`src/rtl/nn_pkg.sv`:
```
// Shared types for the MLP inference sequencer: word/vector types, layer select and FSM state.
// Activation behaviour depends on the NN_SEQ_RELU_EN macro (see nn_act).
package nn_pkg;

  localparam int N = 16;
  localparam int W = 16;

  typedef logic [W-1:0] word_t;
  typedef word_t vec_t [N];

  typedef enum logic [2:0] {
    LAYER_IN   = 3'd0,
    LAYER_HID  = 3'd1,
    LAYER_OUT  = 3'd2,
    LAYER_IDLE = 3'd7
  } layer_sel_t;

  typedef enum logic [2:0] {
    S_IDLE,
    S_L0,
    S_L1,
    S_L2,
    S_DONE
  } seq_state_t;

endpackage

```
`src/rtl/nn_act.sv`:
```
// N-wide combinational hidden-layer activation.
// NN_SEQ_RELU_EN defined: negative words clamp to zero; otherwise words pass through unchanged.
module nn_act
  import nn_pkg::*;
(
  input  vec_t din,
  output vec_t dout
);

  always_comb begin
    for (int i = 0; i < N; i++) begin
`ifdef NN_SEQ_RELU_EN
      dout[i] = din[i][W-1] ? '0 : din[i];
`else
      dout[i] = din[i];
`endif
    end
  end

endmodule

```
`src/rtl/nn_sequencer.sv`:
```
// Steps one sample through the shared mat_mul datapath (layers 0,1,2) and returns mat_out[0] of layer 2.
// Hidden captures go through nn_act, whose behaviour is selected by NN_SEQ_RELU_EN.
module nn_sequencer
  import nn_pkg::*;
#(
  parameter int MM_WAIT = 1
) (
  input  logic       clk,
  input  logic       rst_n,
  input  logic       in_valid,
  output logic       in_ready,
  input  word_t      in_data,
  output layer_sel_t layer,
  output vec_t       l1val,
  output vec_t       l2val,
  output word_t      x_in,
  input  vec_t       mat_out,
  output logic       out_valid,
  input  logic       out_ready,
  output word_t      out_data,
  output logic       busy
);

  localparam int CW = $clog2(MM_WAIT + 1);
  localparam logic [CW-1:0] CNT_LAST = CW'(MM_WAIT - 1);

  seq_state_t    state;
  logic [CW-1:0] cnt;
  logic          cap;
  vec_t          act_out;

  nn_act u_act (
    .din  (mat_out),
    .dout (act_out)
  );

  // Each layer stays on the datapath for MM_WAIT cycles to cover its multicycle path.
  assign cap  = (cnt == CNT_LAST);
  assign busy = (state != S_IDLE);

  always_ff @(posedge clk or negedge rst_n) begin
    if (!rst_n) begin
      state     <= S_IDLE;
      cnt       <= '0;
      layer     <= LAYER_IDLE;
      in_ready  <= 1'b1;
      out_valid <= 1'b0;
      x_in      <= '0;
      out_data  <= '0;
      l1val     <= '{default: '0};
      l2val     <= '{default: '0};
    end else begin
      case (state)
        S_IDLE: begin
          if (in_valid && in_ready) begin
            x_in     <= in_data;
            cnt      <= '0;
            in_ready <= 1'b0;
            layer    <= LAYER_IN;
            state    <= S_L0;
          end
        end
        S_L0: begin
          if (cap) begin
            l1val <= act_out;
            cnt   <= '0;
            layer <= LAYER_HID;
            state <= S_L1;
          end else begin
            cnt <= cnt + 1'b1;
          end
        end
        S_L1: begin
          if (cap) begin
            l2val <= act_out;
            cnt   <= '0;
            layer <= LAYER_OUT;
            state <= S_L2;
          end else begin
            cnt <= cnt + 1'b1;
          end
        end
        // The scalar output is taken raw: the output layer is never activated.
        S_L2: begin
          if (cap) begin
            out_data  <= mat_out[0];
            out_valid <= 1'b1;
            cnt       <= '0;
            layer     <= LAYER_IDLE;
            state     <= S_DONE;
          end else begin
            cnt <= cnt + 1'b1;
          end
        end
        S_DONE: begin
          if (out_ready) begin
            out_valid <= 1'b0;
            in_ready  <= 1'b1;
            state     <= S_IDLE;
          end
        end
        default: begin
          state     <= S_IDLE;
          cnt       <= '0;
          layer     <= LAYER_IDLE;
          in_ready  <= 1'b1;
          out_valid <= 1'b0;
        end
      endcase
    end
  end

endmodule

```
`config.mk`:
```
export PLATFORM = sky130hd
export DESIGN_NAME = nn_sequencer
export DESIGN_NICKNAME = d
export VERILOG_FILES = /design/src/rtl/nn_pkg.sv /design/src/rtl/nn_act.sv /design/src/rtl/nn_sequencer.sv
export SDC_FILE = /design/constraint.sdc
export NUM_CORES = 1
export LEC_CHECK = 0
export CORE_AREA = 5 5 318 320
export DETAILED_ROUTE_END_ITERATION = 6
export DIE_AREA = 0 0 323 325
export HOLD_SLACK_MARGIN = 0.12
export SYNTH_ARGS = -nofsm -noshare
export SYNTH_HDL_FRONTEND = slang
export SYNTH_HIERARCHICAL = 1
export SYNTH_SLANG_ARGS = --single-unit
```
`constraint.sdc`:
```
create_clock -name clk -period 5 [get_ports clk]
set_clock_uncertainty 0.05 [all_clocks]
set_input_delay 0.75 -clock clk [delete_from_list [all_inputs] [get_ports clk]]
set_output_delay 0.75 -clock clk [all_outputs]
set_load 0.02 [all_outputs]
```
; Word level (Yosys, flattened, before mapping)
; Index checks and enable logic that the tools add are counted.
[classes]
add_sub_neg = 1
eq_ne = 9
muxes = 18
bitwise = 4
reduce_logical = 14
[op_table]
columns = op, n
row1 = $pmux 3 s5, 2
row2 = $mux 3, 8
row3 = $ne 2x2->1 const B, 5
row4 = $reduce_and 2->1, 5
row5 = $reduce_and 5->1, 2
row6 = $pmux 1 s3, 3
row7 = $eq 3x2->1 const B, 2
row8 = $reduce_and 3->1, 2
row9 = $reduce_or 3->1, 2
row10 = $mux 1, 5
row11 = $not 1->1, 4
row12 = $eq 3x1->1 const B, 1
row13 = $eq 3x3->1 const B, 1
row14 = $logic_not 3->1, 1
row15 = $reduce_bool 3->1, 1
row16 = $add 1x1->1 const B, 1
row17 = $logic_and 1x1->1, 1
[word_totals]
reg_bits = 553
in_bits = 276
out_inout_bits = 550
word_cells = 85

; Depth between registers and ports, before layout
; Gate-level depths: netlist of run 1.
[depth]
depth_word = 4
mapped_depth = 7
mapped_depth_nobuf = 3

; Cells and area by module
; The synthesis of run 1 kept the hierarchy.
[modules_own_cells]
columns = module, instances, cells_each, area_per_inst_um2
row1 = nn_sequencer, 1, 1186, 21533.2
row2 = nn_act, 1, 256, 1921.8

; Least setup slack after synthesis of run 1
; No wires, ideal clock.
[synth_timing]
kind = reg2reg
startpoint = register state[2]
endpoint = register x_in[10]
t_arrival_ns = 1.567
t_required_ns = 4.823
setup_slack_ns = 3.255
stages_incl_launch_ff = 6
n_path_buf = 2
cell_sequence = dfrtp_1 > buf_6 > or3_4 > nor2_8 > buf_6 > mux2_1
[synth_via]
elab_chain_cells = 2
[synth_lines]
columns = item, line_no
row1 = start: declaration, nn_sequencer.sv:27  ; seq_state_t state;
row2 = start signal: assignment, nn_sequencer.sv:43  ; state <= S_IDLE;
row3 = start signal: assignment, nn_sequencer.sv:60  ; state <= S_L0;
row4 = start signal: assignment, nn_sequencer.sv:68  ; state <= S_L1;
row5 = $logic_not 3->1, nn_sequencer.sv:53  ; case (state)
row6 = $reduce_and 2->1 (no source line), --
row7 = end signal: assignment, nn_sequencer.sv:56  ; x_in <= in_data;
row8 = end: declaration, nn_sequencer.sv:16  ; output word_t x_in,
; Every way passes these cells.
; A chain may end at the register's enable or synchronous reset.

; Worst setup path after layout of run 1
[layout_timing]
startpoint = register state[2]
endpoint = output busy
[layout_via]
elab_chain_cells = 1
[layout_lines]
columns = item, line_no
row1 = $reduce_bool 3->1, nn_sequencer.sv:39  ; assign busy = (state != S_IDLE);
row2 = end: declaration, nn_sequencer.sv:21  ; output logic busy
; Every way passes these cells.

==> flow_metrics.py, run 1 <==
metrics = {
    "floorplan": {
        "core_area_um2": 97800,
        "rows": 115,
        "ios": 826,
        "start_util": 0.240,
        "die_h_um": 325,
        "dieWidth_um": 323,
        "dieArea_um2": 105000,
    },
    "route": {
        "routed-wl-met3_um": 5630,
        "num_vias": 13500,
        "met1_length_um": 24300,
        "wl_met2_um": 34700,
        "ant_nets": 0,
        "first_pass_iters": 4,
        "highest_layer": "met4",
        "drt_wl_total_um": 67400,
        "drc": 0,
        "wire_per_inst_um": 20.0,
        "drt_iter0_markers": 441,
        "vias_per_cell": 3.98,
    },
    "synthesis": {
        "syn-num-nets": 1718,
        "yosysWarnings": 6,
        "post_synth.cell_area_avg_um2": 16.3,
        "yosysTopAreaCell": "dfrtp_1",
        "syn_inst": 1442,
        "synthArstFlopShare": 1.00,
        "syn_area_um2": 23500,
        "synth_top_flop_cell": "dfrtp_1",
        "synth_seq_cells": 552,
        "yosysTopAreaCellShare": 0.585,
        "synth-edff-count": 0,
        "synth_seq_area_share": 0.589,
        "synth.top_cells.by_area": "dfrtp_1 (58%), mux2_4 (13%), mux2_1 (13%)",
        "yosysUniqueCellTypes": 25,
    },
    "power_and_ir_drop": {
        "sequentialPowerShare": 0.312,
        "ir_drop_uv": 385,
        "pwr-share-comb": 0.510,
        "pwr-share-clk": 0.178,
        "p_switching_mw": 9.49,
        "p_per_area_nw_per_um2": 789,
        "p_sw_frac": 0.362,
        "p_leak_nw": 13.9,
        "p_int_mw": 16.7,
    },
    "placed_design": {
        "port_buffers": 825,
        "hpwl_um": 50800,
        "dpl.cell_count": 3267,
        "routabilityCongestion": 0.825,
    },
    "global_route": {
        "gr-usage-all-layers": 0.123,
        "grt_pass1_wl_um": 100000,
        "antenna_found_initial": 1,
        "grt_remaining_overflow": 0,
        "grt_max_degree": 110,
        "first_global_vias": 15200,
    },
    "cts": {
        "path_clk_slew_ps": 60,
        "postCtsHoldBufs": 0,
        "worstSkewPairLatency_ps": 620,
        "cts-htree-levels": 2,
        "cts_tree": "built",
        "cts-resized-gates": 0,
        "cts_sinks": 552,
        "clk_path_buf_depth": 3,
        "post-cts-setup-buffer-count": 0,
        "cts_root_buf": "clkbuf_16",
        "numCtsBuffers": 61,
    },
    "worst_setup_path": {
        "critPathSlowestCell": "clkdlybuf4s50_1",
        "critPathBufInv": 1,
        "critPathMaxFanout": 10,
        "critical-path-top-delay-family": "buffers and inverters",
        "reg2reg_slack_ps": 2280,
        "startpoint_type": "flip-flop",
        "crit_arrival_ps": 2190,
        "cp_slowest_stage_delay_ps": 600,
        "crit_chain": "or3_4 > clkdlybuf4s50_1",
        "crit_type": "reg -> out",
        "required_ps": 4200,
        "endpoint_kind": "primary output",
    },
    "final_layout": {
        "multiInputGateArea_um2": 7070,
        "area_delta_synth_final_pct": 41.8,
        "fin_cells": 3378,
        "fillCellCount": 9474,
        "regArea_um2": 13800,
        "final_nets": 2319,
        "drive_above_1_share": 0.205,
    },
    "sta": {
        "post-route-period-util": 0.599,
        "relSlewSlack": 0.275,
        "layout_min_cycle_time_ps": 2990,
        "setup_viol": 0,
        "finalMaxSlewViolations": 0,
        "max_freq_ghz": 0.334,
        "rsz0062_at_grt": "no",
        "tns_ps": 0,
        "hold_viol_final": 0,
        "tightest_slew_ps": 1090,
    },
    "outcome": {
        "outcome": "complete, no violations",
    },
    "min_path": {
        "min_path_type": "in -> async",
    },
    "flow_run": {
        "maxCapViolCount": 0,
    },
}
power groups by stage:
stage | combinational [mW] | sequential (mW) | clock [mW]
after CTS | 13.6 | 8.20 | 4.83
after floorplan | 4.71 | 10.8 | 0
after global routing | 14.0 | 8.46 | 5.00
final | 13.4 | 8.17 | 4.67
after global placement | 13.4 | 8.13 | 0
after detailed placement | 13.5 | 8.23 | 0
per-layer routing:
| metal | global-route usage | vias to the layer above |
|---|---|---|
| li1 | - | 5917 |
| met1 | 0.129 | 6890 |
| met2 | 0.223 | 522 |
| met3 | 0.0439 | 125 |
| met4 | 0.0491 | 0 |
| met5 | 0 | - |
kinds of logic after synthesis:
logic type      Yosys count  share of synthesized area
compound gates            9                    0.00224
flops                   552                      0.589
buf+inv                 319                      0.110
simple gates             18                    0.00576
mux                     544                      0.293
state kept, by name, indices dropped and copies added (netlist names):
signal / cells
l1val: 256
l2val: 256
out_data: 16
x_in: 16
layer: 3
state: 3
in_ready: 1
out_valid: 1
final timing paths:
check / from / end / depth (start not counted)
worst max-delay path: state[2] / busy / 2
worst min-delay path: rst_n / x_in[3] / 1
worst max register to register: state[1] / l2val[106] / 4
worst min register to register: l1val[91] / l1val[91] / 1
max in group asynchronous: rst_n / l2val[255] / 3
min in group clk: l1val[91] / l1val[91] / 1
cells in the final DEF, fill, tap and decap left out, drive strengths merged:
| cell | n |
|---|---|
| o32a | 1 |
| nand2 | 4 |
| dfstp | 4 |
| bufinv | 6 |
| clkinvlp | 2 |
| or2 | 1 |
| nand2b | 2 |
| nor3b | 1 |
| nor2b | 2 |
| clkinv | 15 |
| nor3 | 2 |
| or4b | 1 |
| clkbuf | 86 |
| or3 | 1 |
| diode | 1 |
| inv | 2 |
| buf | 32 |
| nor2 | 3 |
| o22ai | 2 |
| or3b | 1 |
| mux2 | 544 |
| a21oi | 5 |
| clkdlybuf4s50 | 824 |
| dfrtp | 548 |
| o21ai | 1 |
synthesized netlist by cell type (2+ instances only):
library cell    n
o22ai_1         2
dfrtp_1       548
dfstp_2         4
mux2_1        263
nor3_1          2
a21oi_1         5
nand2_1         4
nand2b_1        2
buf_6          53
mux2_2         81
buf_4         258
mux2_4        200
buf_2           7
nor2_1          2
stage by stage:
step                utilization  power, mW  hold WS [ps]  worst slack [ps]  instance area [um^2]
finish                    0.340       26.2           156              2010                 33300
global route              0.340       27.4           189              1900                 33300
CTS                       0.340       26.6           140              1920                 33300
detailed placement        0.318       21.7           424              2290                 31100
global placement          0.318       21.5           417              2370                 31100
floorplan                     -       15.5           404              3260                 23500
cell type report:
cell class	count	area share
Antenna cell	1	0.0000752
Clock buffer	86	0.0548
Sequential cell	552	0.415
Multi-Input combinational cell	571	0.213
Inverter	1	0.000113
Clock inverter	24	0.00850
Timing Repair Buffer	856	0.260
Tap cell	1287	0.0484
No activity file was read; power rests on OpenSTA's default activity.
==> inputs of run 2 (changes only) <==
CORE_AREA = 5 5 319 321   (was 5 5 318 320)
DIE_AREA = 0 0 324 326   (was 0 0 323 325)
clock period = 2.8 ns   (was 5 ns; I/O delays follow)
==> flow_metrics.py, run 2 (synthesis results as in run 1) <==
metrics = {
    "outcome": {
        "outcome": "complete, no violations",
    },
    "floorplan": {
        "die_h_um": 326,
        "ios": 826,
        "dieArea_um2": 106000,
        "rows": 116,
        "core_area_um2": 99000,
        "dieWidth_um": 324,
        "start_util": 0.237,
    },
    "sta": {
        "tns_ps": 0,
        "finalMaxSlewViolations": 0,
        "max_freq_ghz": 0.373,
        "post-route-period-util": 0.958,
        "layout_min_cycle_time_ps": 2680,
        "rsz0062_at_grt": "no",
        "hold_viol_final": 0,
        "relSlewSlack": 0.485,
        "layout_setup_ws_ps": 118,
        "setup_viol": 0,
        "tightest_slew_ps": 772,
    },
    "final_layout": {
        "final_nets": 2345,
        "drive_above_1_share": 0.211,
        "reg.largest.list": "l1val x256, l2val x256",
        "area_delta_synth_final_pct": 42.7,
        "layout_commonest_cell": "clkdlybuf4s50_1",
        "most-common-layout-cells": "clkdlybuf4s50_1 (824), dfrtp_1 (548), mux2_1 (263), mux2_4 (200), mux2_2 (81)",
    },
    "route": {
        "wire_per_inst_um": 20.0,
        "drc": 0,
        "vias_per_cell": 3.95,
        "first_pass_iters": 4,
        "num_vias": 13500,
        "drt_wl_total_um": 68500,
        "ant_nets": 0,
        "drt_iter0_markers": 458,
    },
    "worst_setup_path": {
        "startpoint_type": "flip-flop",
        "critPathMaxFanout": 10,
        "endpoint_kind": "primary output",
        "crit_type": "reg -> out",
        "crit_arrival_ps": 2210,
        "required_ps": 2330,
    },
    "flow_run": {
        "maxCapViolCount": 0,
    },
    "global_route": {
        "antenna_found_initial": 6,
        "grt_remaining_overflow": 0,
        "gr-usage-all-layers": 0.124,
        "first_global_vias": 15300,
        "grt_pass1_wl_um": 102000,
        "grt_max_degree": 75,
    },
    "min_path": {
        "min_path_type": "in -> reg",
    },
    "cts": {
        "cts_tree": "built",
        "path_clk_slew_ps": 60,
        "worstSkewPairLatency_ps": 620,
        "cts-htree-levels": 2,
        "clk_path_buf_depth": 3,
        "numCtsBuffers": 61,
        "cts_sinks": 552,
        "cts-resized-gates": 0,
        "postCtsHoldBufs": 1,
        "cts_root_buf": "clkbuf_16",
        "post-cts-setup-buffer-count": 0,
    },
    "power_and_ir_drop": {
        "p_leak_nw": 14.0,
        "p_per_area_nw_per_um2": 1400,
        "ir_drop_uv": 715,
    },
    "placed_design": {
        "dp_slack_ps": 627,
        "port_buffers": 825,
        "hpwl_um": 52500,
        "routabilityCongestion": 0.828,
    },
}
[run 2: changes by cell type in the layout (fill, tap and decap cells not counted), sizes merged]
cell         delta
clkbuf          +6
dlygate4sd3     +1
bufinv          -2
clkinv          -3
buf            +25
diode           +3
inv             +1
[run 2: final cells by class]
cell class	instances	area (um^2)
timing repair buffer	882	8890
clock inverter	20	224
tap	1298	1620
fill	9521	65500
antenna	4	10.0
multi-input combinational	571	7070
clock buffer	92	1820
inverter	1	3.75
sequential	552	13800
[run 2: worst max-delay path: stages, from the launching register on]
cell,delay (ps)
dfrtp_1,500
or3_4,480
clkdlybuf4s50_1,600
[run 2: power breakdown]
part	switching, mW	leakage (nW)	internal (mW)
combinational	11.2	6.52	12.7
clock	3.28	1.00	4.83
sequential	2.41	6.50	12.2
[run 2: final timing paths]
path,from,slack [ps],cells past startpoint,to
worst min register to register,l1val[98],430,1,l1val[98]
worst max register to register,state[1],610,5,l2val[228]
worst max-delay path,state[2],120,2,busy
worst min-delay path,in_data[9],340,2,x_in[9]
min in group asynchronous,rst_n,350,2,x_in[2]
max in group asynchronous,rst_n,1420,3,l1val[26]
[run 2: layer usage]
layer  part of all wire  global-route usage  wire length, um
met5                  0                   0                0
met4              0.036              0.0470             2480
met3              0.076              0.0393             5170
met2               0.51               0.221            35100
met1               0.38               0.139            25700
[run 2: through the flow]
stage	cells	cell area (um^2)	utilization	power, mW	hold slack [ps]
3_3_place_gp	3303	31400	0.317	38.5	417
6_report	3420	33500	0.338	46.7	342
3_5_place_dp	3303	31400	0.317	39.0	424
5_1_grt	3420	33500	0.338	49.0	297
4_1_cts	3416	33500	0.338	47.4	272
2_1_floorplan	1442	23500	-	27.7	74.4
